<file path="src/rtl/single_mips_ctrl_pkg.sv">
// Shared encodings for the single-cycle MIPS control sequencer:
// opcode/funct values, ALU_CTRL codes, FSM states and the decode bundle.
package single_mips_ctrl_pkg;

    localparam logic [5:0] OP_RTYPE = 6'b000000;
    localparam logic [5:0] OP_LW    = 6'b100011;
    localparam logic [5:0] OP_SW    = 6'b101011;
    localparam logic [5:0] OP_BEQ   = 6'b000100;
    localparam logic [5:0] OP_ADDI  = 6'b001000;
    localparam logic [5:0] OP_J     = 6'b000010;

    localparam logic [5:0] FN_ADD = 6'b100000;
    localparam logic [5:0] FN_SUB = 6'b100010;
    localparam logic [5:0] FN_AND = 6'b100100;
    localparam logic [5:0] FN_OR  = 6'b100101;
    localparam logic [5:0] FN_SLT = 6'b101010;

    localparam logic [2:0] ALU_ADD = 3'b010;
    localparam logic [2:0] ALU_SUB = 3'b110;
    localparam logic [2:0] ALU_AND = 3'b000;
    localparam logic [2:0] ALU_OR  = 3'b001;
    localparam logic [2:0] ALU_SLT = 3'b111;

    typedef enum logic [1:0] {
        RUN,
        MEM_WAIT,
        HALT
    } state_t;

    typedef struct packed {
        logic       reg_write;
        logic       mem_to_reg;
        logic       reg_dst;
        logic       alu_src;
        logic [2:0] alu_ctrl;
        logic       branch;
        logic       jump;
        logic       is_mem;
        logic       is_store;
        logic       illegal;
    } dec_t;

endpackage

</file>
<file path="src/rtl/single_mips_main_decoder.sv">
// Pure combinational instruction decoder: opcode/funct -> select lines.
// Ports: op, funct in; dec (select lines + is_mem/is_store/illegal) out.
module single_mips_main_decoder
    import single_mips_ctrl_pkg::*;
(
    input  logic [5:0] op,
    input  logic [5:0] funct,
    output dec_t       dec
);

    always_comb begin
        dec          = '0;
        dec.alu_ctrl = ALU_ADD;
        unique case (1'b1)
            (op == OP_RTYPE): begin
                dec.reg_write = 1'b1;
                dec.reg_dst   = 1'b1;
                case (funct)
                    FN_ADD:  dec.alu_ctrl = ALU_ADD;
                    FN_SUB:  dec.alu_ctrl = ALU_SUB;
                    FN_AND:  dec.alu_ctrl = ALU_AND;
                    FN_OR:   dec.alu_ctrl = ALU_OR;
                    FN_SLT:  dec.alu_ctrl = ALU_SLT;
                    default: dec.illegal  = 1'b1;
                endcase
            end
            (op == OP_LW): begin
                dec.reg_write  = 1'b1;
                dec.mem_to_reg = 1'b1;
                dec.alu_src    = 1'b1;
                dec.is_mem     = 1'b1;
            end
            (op == OP_SW): begin
                dec.alu_src  = 1'b1;
                dec.is_mem   = 1'b1;
                dec.is_store = 1'b1;
            end
            (op == OP_BEQ): begin
                dec.alu_ctrl = ALU_SUB;
                dec.branch   = 1'b1;
            end
            (op == OP_ADDI): begin
                dec.reg_write = 1'b1;
                dec.alu_src   = 1'b1;
            end
            (op == OP_J): begin
                dec.jump = 1'b1;
            end
            default: dec.illegal = 1'b1;
        endcase
        // An undecodable word must not leak any partial decode.
        if (dec.illegal) begin
            dec         = '0;
            dec.illegal = 1'b1;
        end
    end

endmodule

</file>
<file path="src/rtl/single_mips_ctrl_sequencer.sv">
// Control sequencer: decode, data-memory wait states, halt, retire count.
// Ports: CLK/RST, ins_mem_RD, Zero_Flag, DMEM_READY in; datapath selects,
// enables, DMEM_REQ/WE, HALTED/ILLEGAL_OP/BUS_ERR, RETIRED_CNT out.
// Optional MIPS_CTRL_TIMEOUT_EN: bus-error halt after TIMEOUT_CYCLES waits.
module single_mips_ctrl_sequencer
    import single_mips_ctrl_pkg::*;
#(
    parameter int DATA_WIDTH     = 32,
    parameter int CNT_WIDTH      = 32,
    parameter int TIMEOUT_CYCLES = 255
) (
    input  logic                  CLK,
    input  logic                  RST,
    input  logic [DATA_WIDTH-1:0] ins_mem_RD,
    input  logic                  Zero_Flag,
    input  logic                  DMEM_READY,
    output logic                  PC_EN,
    output logic                  REG_FILE_WR_EN,
    output logic                  REG_FILE_WD3_SEL,
    output logic                  REG_FILE_A3_SEL,
    output logic                  ALU_SRC_B_SEL,
    output logic [2:0]            ALU_CTRL,
    output logic                  PC_SRC_SEL,
    output logic                  JUMP,
    output logic                  DMEM_REQ,
    output logic                  DMEM_WE,
    output logic                  HALTED,
    output logic                  ILLEGAL_OP,
    output logic                  BUS_ERR,
    output logic [CNT_WIDTH-1:0]  RETIRED_CNT
);

    if (DATA_WIDTH != 32) begin : g_bad_width
        $error("DATA_WIDTH must be 32");
    end
    if (TIMEOUT_CYCLES < 1) begin : g_bad_timeout
        $error("TIMEOUT_CYCLES must be at least 1");
    end

    state_t state;
    dec_t   dec;
    logic   run_st;
    logic   wait_st;
    logic   unused_instr;

    assign unused_instr = ^ins_mem_RD[25:6];

    single_mips_main_decoder u_dec (
        .op    (ins_mem_RD[31:26]),
        .funct (ins_mem_RD[5:0]),
        .dec   (dec)
    );

    assign run_st  = (state == RUN);
    assign wait_st = (state == MEM_WAIT);

    // Reset forces every enable low in the same cycle, even mid-access.
    always_comb begin
        DMEM_REQ = !RST && ((run_st && dec.is_mem) || wait_st);
        PC_EN    = !RST && ((run_st && !dec.illegal &&
                             (!dec.is_mem || DMEM_READY)) ||
                            (wait_st && DMEM_READY));
    end

    assign REG_FILE_WR_EN   = PC_EN && dec.reg_write;
    assign DMEM_WE          = DMEM_REQ && dec.is_store;
    assign REG_FILE_WD3_SEL = dec.mem_to_reg;
    assign REG_FILE_A3_SEL  = dec.reg_dst;
    assign ALU_SRC_B_SEL    = dec.alu_src;
    assign ALU_CTRL         = dec.alu_ctrl;
    assign PC_SRC_SEL       = dec.branch && Zero_Flag;
    assign JUMP             = dec.jump;

`ifdef MIPS_CTRL_TIMEOUT_EN
    localparam int TW = $clog2(TIMEOUT_CYCLES + 1);
    localparam logic [TW-1:0] WAIT_LAST = TW'(TIMEOUT_CYCLES - 1);

    logic [TW-1:0] wait_cnt;
    logic          bus_err_q;

    assign BUS_ERR = bus_err_q;
`else
    assign BUS_ERR = 1'b0;
`endif

    always_ff @(posedge CLK) begin
        if (RST) begin
            state       <= RUN;
            HALTED      <= 1'b0;
            ILLEGAL_OP  <= 1'b0;
            RETIRED_CNT <= '0;
`ifdef MIPS_CTRL_TIMEOUT_EN
            wait_cnt    <= '0;
            bus_err_q   <= 1'b0;
`endif
        end else begin
            if (PC_EN) begin
                RETIRED_CNT <= RETIRED_CNT + CNT_WIDTH'(1);
            end
            case (state)
                RUN: begin
                    if (dec.illegal) begin
                        state      <= HALT;
                        HALTED     <= 1'b1;
                        ILLEGAL_OP <= 1'b1;
                    end else if (dec.is_mem && !DMEM_READY) begin
                        state <= MEM_WAIT;
`ifdef MIPS_CTRL_TIMEOUT_EN
                        wait_cnt <= '0;
`endif
                    end
                end
                MEM_WAIT: begin
                    if (DMEM_READY) begin
                        state <= RUN;
                    end
`ifdef MIPS_CTRL_TIMEOUT_EN
                    // READY on the limit cycle takes the branch above.
                    else if (wait_cnt == WAIT_LAST) begin
                        state     <= HALT;
                        HALTED    <= 1'b1;
                        bus_err_q <= 1'b1;
                    end else begin
                        wait_cnt <= wait_cnt + TW'(1);
                    end
`endif
                end
                default: state <= HALT;
            endcase
        end
    end

endmodule
</file>
<file path="config.mk">
export PLATFORM = sky130hd
export DESIGN_NAME = single_mips_ctrl_sequencer
export DESIGN_NICKNAME = d
export VERILOG_FILES = /design/src/rtl/single_mips_ctrl_pkg.sv /design/src/rtl/single_mips_main_decoder.sv /design/src/rtl/single_mips_ctrl_sequencer.sv
export SDC_FILE = /design/constraint.sdc
export NUM_CORES = 1
export LEC_CHECK = 0
export ABC_CLOCK_PERIOD_IN_PS = 2300
export CORE_MARGIN = 10
export CORE_UTILIZATION = 40
export DETAILED_ROUTE_END_ITERATION = 6
export PLACE_DENSITY = 0.8
export SLEW_MARGIN = 20
export SYNTH_ARGS = -nofsm -noshare
export SYNTH_HDL_FRONTEND = slang
export SYNTH_SLANG_ARGS = --single-unit
</file>
<file path="constraint.sdc">
create_clock -name CLK -period 2.3 [get_ports CLK]
set_input_delay 0.345 -clock CLK [delete_from_list [all_inputs] [get_ports CLK]]
set_output_delay 0.345 -clock CLK [all_outputs]
set_load 0.01 [all_outputs]
</file>
==> metrics <==
NumNets Final=between 400 and 500; Initial Utilization=between 40% and 50%; pwr dens=about 360 nW/um2; drt total wl=roughly 7500 um; DR WL/cell=~17 um; share of cells above drive strength 1=29.49%; Design Area, Final=3496 um2; global-route wire length before repair=12,160 um; Setup crit end=REG_FILE_WR_EN; largest net degree at the start of global routing=38; R2R Setup Slk=roughly 0.070 ns; synth-to-layout area growth=65.52%; Critical path buffers and inverters=5; worst-skew pair later-pin latency=around 0.3 ns; Reg clk slew, reported paths=about 0.070 ns; grt total ovfl=0; reg2reg start=RETIRED_CNT[22]$_SDFFE_PP0P_; Die X=between 90 and 100 um; status=finished, violations left; Setup crit start kind=primary input; Root Buffer Master=clkbuf_8; Final Critical Period=2.334 ns; RSZ-0062 raised after global routing=yes; Critical Path AT=~2 ns; Row Count=26; Synth top area share=around a third; CTS Sinks=35; Reg power frac=48.5%; GPL Wtd Cong=roughly 0.83; CP required=between 1.5 and 2 ns; initial antenna violation count=0; critical path's most frequent cell=buf_6; commonest non-fill, non-tap cell in the layout=buf_4; CTS buffer count=5; post-route ant nets=0; die area=8587 um2; Worst path depth=9; Top delay family on crit path=simple AND/OR/NAND/NOR gates; worst stage delay on the critical path=~0.53 ns; Yosys top cell by area=dfxtp_1; Starting DRT DRC Count=220; deepest clock path buffer count=2; failing checks=setup timing; PortBufs=just over 60; io pins=83; Cell Int Power=0.0009235 W; Power, Total=0.001262 W; Setup WS post-layout=-0.03374 ns; synthesis warning total=0; Crit-path slowest cell=or4_4; post-DP HPWL=around 4900 um; Clk pwr share=around 35%; commonest non-fill, non-tap cells in the layout=buf_4, clkdlybuf4s50_1, dfxtp_1, a21oi_1, o31ai_1; fin crit share=101.5%; Final Core Density=68.45%; vias in the first global route=between 2,000 and 3,000; Netlist cell types=43; worst min-delay path class=reg2reg; Die Ht=92.67 um; gate count of the mapped netlist=around 270; Vias/cell=just under 6; #FFs+latches synth=35; Fmax achieved=about 0.43 GHz; Worst setup EP type=output pin; MaxCap Viol Count=0; Setup Skew=between 0.004 and 0.005 ns; gr usage total=~17%; Placement Cell Area=around 3000 um2; sequential element share of the synthesized area=between 30% and 40%; final setup fails=4; Slew headroom=about 60%; n_diodes=0; hold buffers post-CTS=0; Syn Area/Cell=~8 um2; Mapped Nets=roughly 300; first-pass detailed-route iteration total=7; kind of critical path=in2out; Crit. Startpoint=ins_mem_RD[29]; crit path cell chain=buf_6 -> buf_6 -> or4_4 -> buf_6 -> nor4_4 -> a221o_2 -> buf_6 -> nor4_4 -> buf_2; htree depth=2; Synth area leaders=dfxtp_1, or4_1, o31ai_1; via count=2,620; DP Worst Slack=-0.6894 ns; Worst Reg-to-Reg Cells=5; core footprint=5107 um2; power share of the combinational group=between 10% and 20%; RR Endpoint=RETIRED_CNT[31]$_SDFFE_PP0P_; Max VDD drop=~0.19 mV; Hold Vio Cnt, Final=0; worst-margin pin slew=0.5939 ns; TritonCTS clock tree=built; fin. max-slew vios=0; # DRC=0; crit-path max FO=3; Net Sw Power=about 0.00034 W; switching fraction of total power=26.84%; Post-Syn Area=2112 um2; Leak=~1.2 nW
==> registers in the layout, summed over array words and instances, names as in the netlist <==
name	count
RETIRED_CNT	32
state	2
ILLEGAL_OP	1
==> logic make-up (layout without fill, tap and decap cells) <==
group                    count (synthesis)  count (layout)  synth area share [%]
AND/OR/NAND/NOR                        121             121                 34.60
adder cells (fa/ha/maj)                  2               2                 1.125
AO/OA/AOI/OAI                           77              77                 23.52
other                                    1               1                0.1776
multiplexers                             1               1                0.5331
flip-flops                              35              35                 33.18
buffers and inverters                   28             136                 6.872
==> synthesized netlist by cell type, drive strengths merged <==
master / instances
dfxtp: 35
a221o: 1
a32oi: 1
o21ba: 1
o32a: 1
nor4: 8
nor3b: 2
inv: 8
nand4: 10
o21a: 2
nor2: 13
ha: 1
nand2: 16
conb: 1
clkbuf: 11
or3: 4
nand3: 12
a211o: 2
a41oi: 1
nand3b: 1
or2: 1
a21boi: 1
a211oi: 1
or4b: 1
maj3: 1
nor3: 6
and4: 3
a21oi: 33
o221ai: 1
or4: 30
and2: 3
o31ai: 27
nor2b: 6
mux2: 1
o21ai: 5
and3: 4
nor4b: 1
buf: 9
==> layer usage <==
metal  vias to the layer above  GRT usage, %  share of wire (%)
met5                         -             0                  0
li1                       1251             -                  -
met2                       100         30.00                 51
met3                        15         6.053                8.5
met4                         0         6.812                1.8
met1                      1254         17.72                 39
==> timing repair <==
| item | CTS | global route |
|---|---|---|
| gates cloned | 2 | 0 |
| gates resized for setup | 70 | 31 |
| pin swaps | 35 | 18 |
| setup buffers | 12 | 7 |
| setup endpoints to repair | 46 | 39 |
==> worst min path at each step <==
stage / from / end / slack [ns] / depth (start not counted)
2_1_floorplan: DMEM_READY / state[0]$_SDFFE_PP0P_ / 0.42 / 1
3_3_place_gp: RETIRED_CNT[31]$_SDFFE_PP0P_ / RETIRED_CNT[31]$_SDFFE_PP0P_ / 0.47 / 2
3_5_place_dp: RETIRED_CNT[31]$_SDFFE_PP0P_ / RETIRED_CNT[31]$_SDFFE_PP0P_ / 0.48 / 2
4_1_cts: RETIRED_CNT[31]$_SDFFE_PP0P_ / RETIRED_CNT[31]$_SDFFE_PP0P_ / 0.49 / 2
5_1_grt: RETIRED_CNT[28]$_SDFFE_PP0P_ / RETIRED_CNT[28]$_SDFFE_PP0P_ / 0.52 / 2
6_report: RETIRED_CNT[28]$_SDFFE_PP0P_ / RETIRED_CNT[28]$_SDFFE_PP0P_ / 0.50 / 2
==> power groups by stage <==
stage	Combinational (W)	Clock, W	Sequential (W)
detailed placement	0.000145	0	0.000627
global route	0.000219	0.000472	0.000612
floorplan	0.0000741	0	0.000627
finish	0.000204	0.000446	0.000612
CTS	0.000185	0.000449	0.000613
global placement	0.000141	0	0.000627
==> tightest hold or removal path, stage by stage, from the launching register on <==
cell and delay (ns):
dfxtp_1 0.33, o31ai_1 0.07, a21oi_1 0.06
==> through the flow <==
step	setup TNS, ns	std cells	hold slack (ns)
after CTS	-0.1713	437	0.4933
after global routing	-0.8242	443	0.5211
final	-0.06444	443	0.5037
after detailed placement	-24.73	415	0.4783
after floorplan	-0.03723	265	0.4221
after global placement	-22.08	415	0.4720
==> final cells by class <==
type | instances | area [um2]
Sequential cell | 35 | 709.4
Fill cell | 425 | 1612
Clock inverter | 1 | 5.005
Tap cell | 70 | 87.58
Multi-Input combinational cell | 202 | 1433
Inverter | 8 | 30.03
Clock buffer | 7 | 76.32
Timing Repair Buffer | 120 | 1155
(Power assumes the default switching activity.)
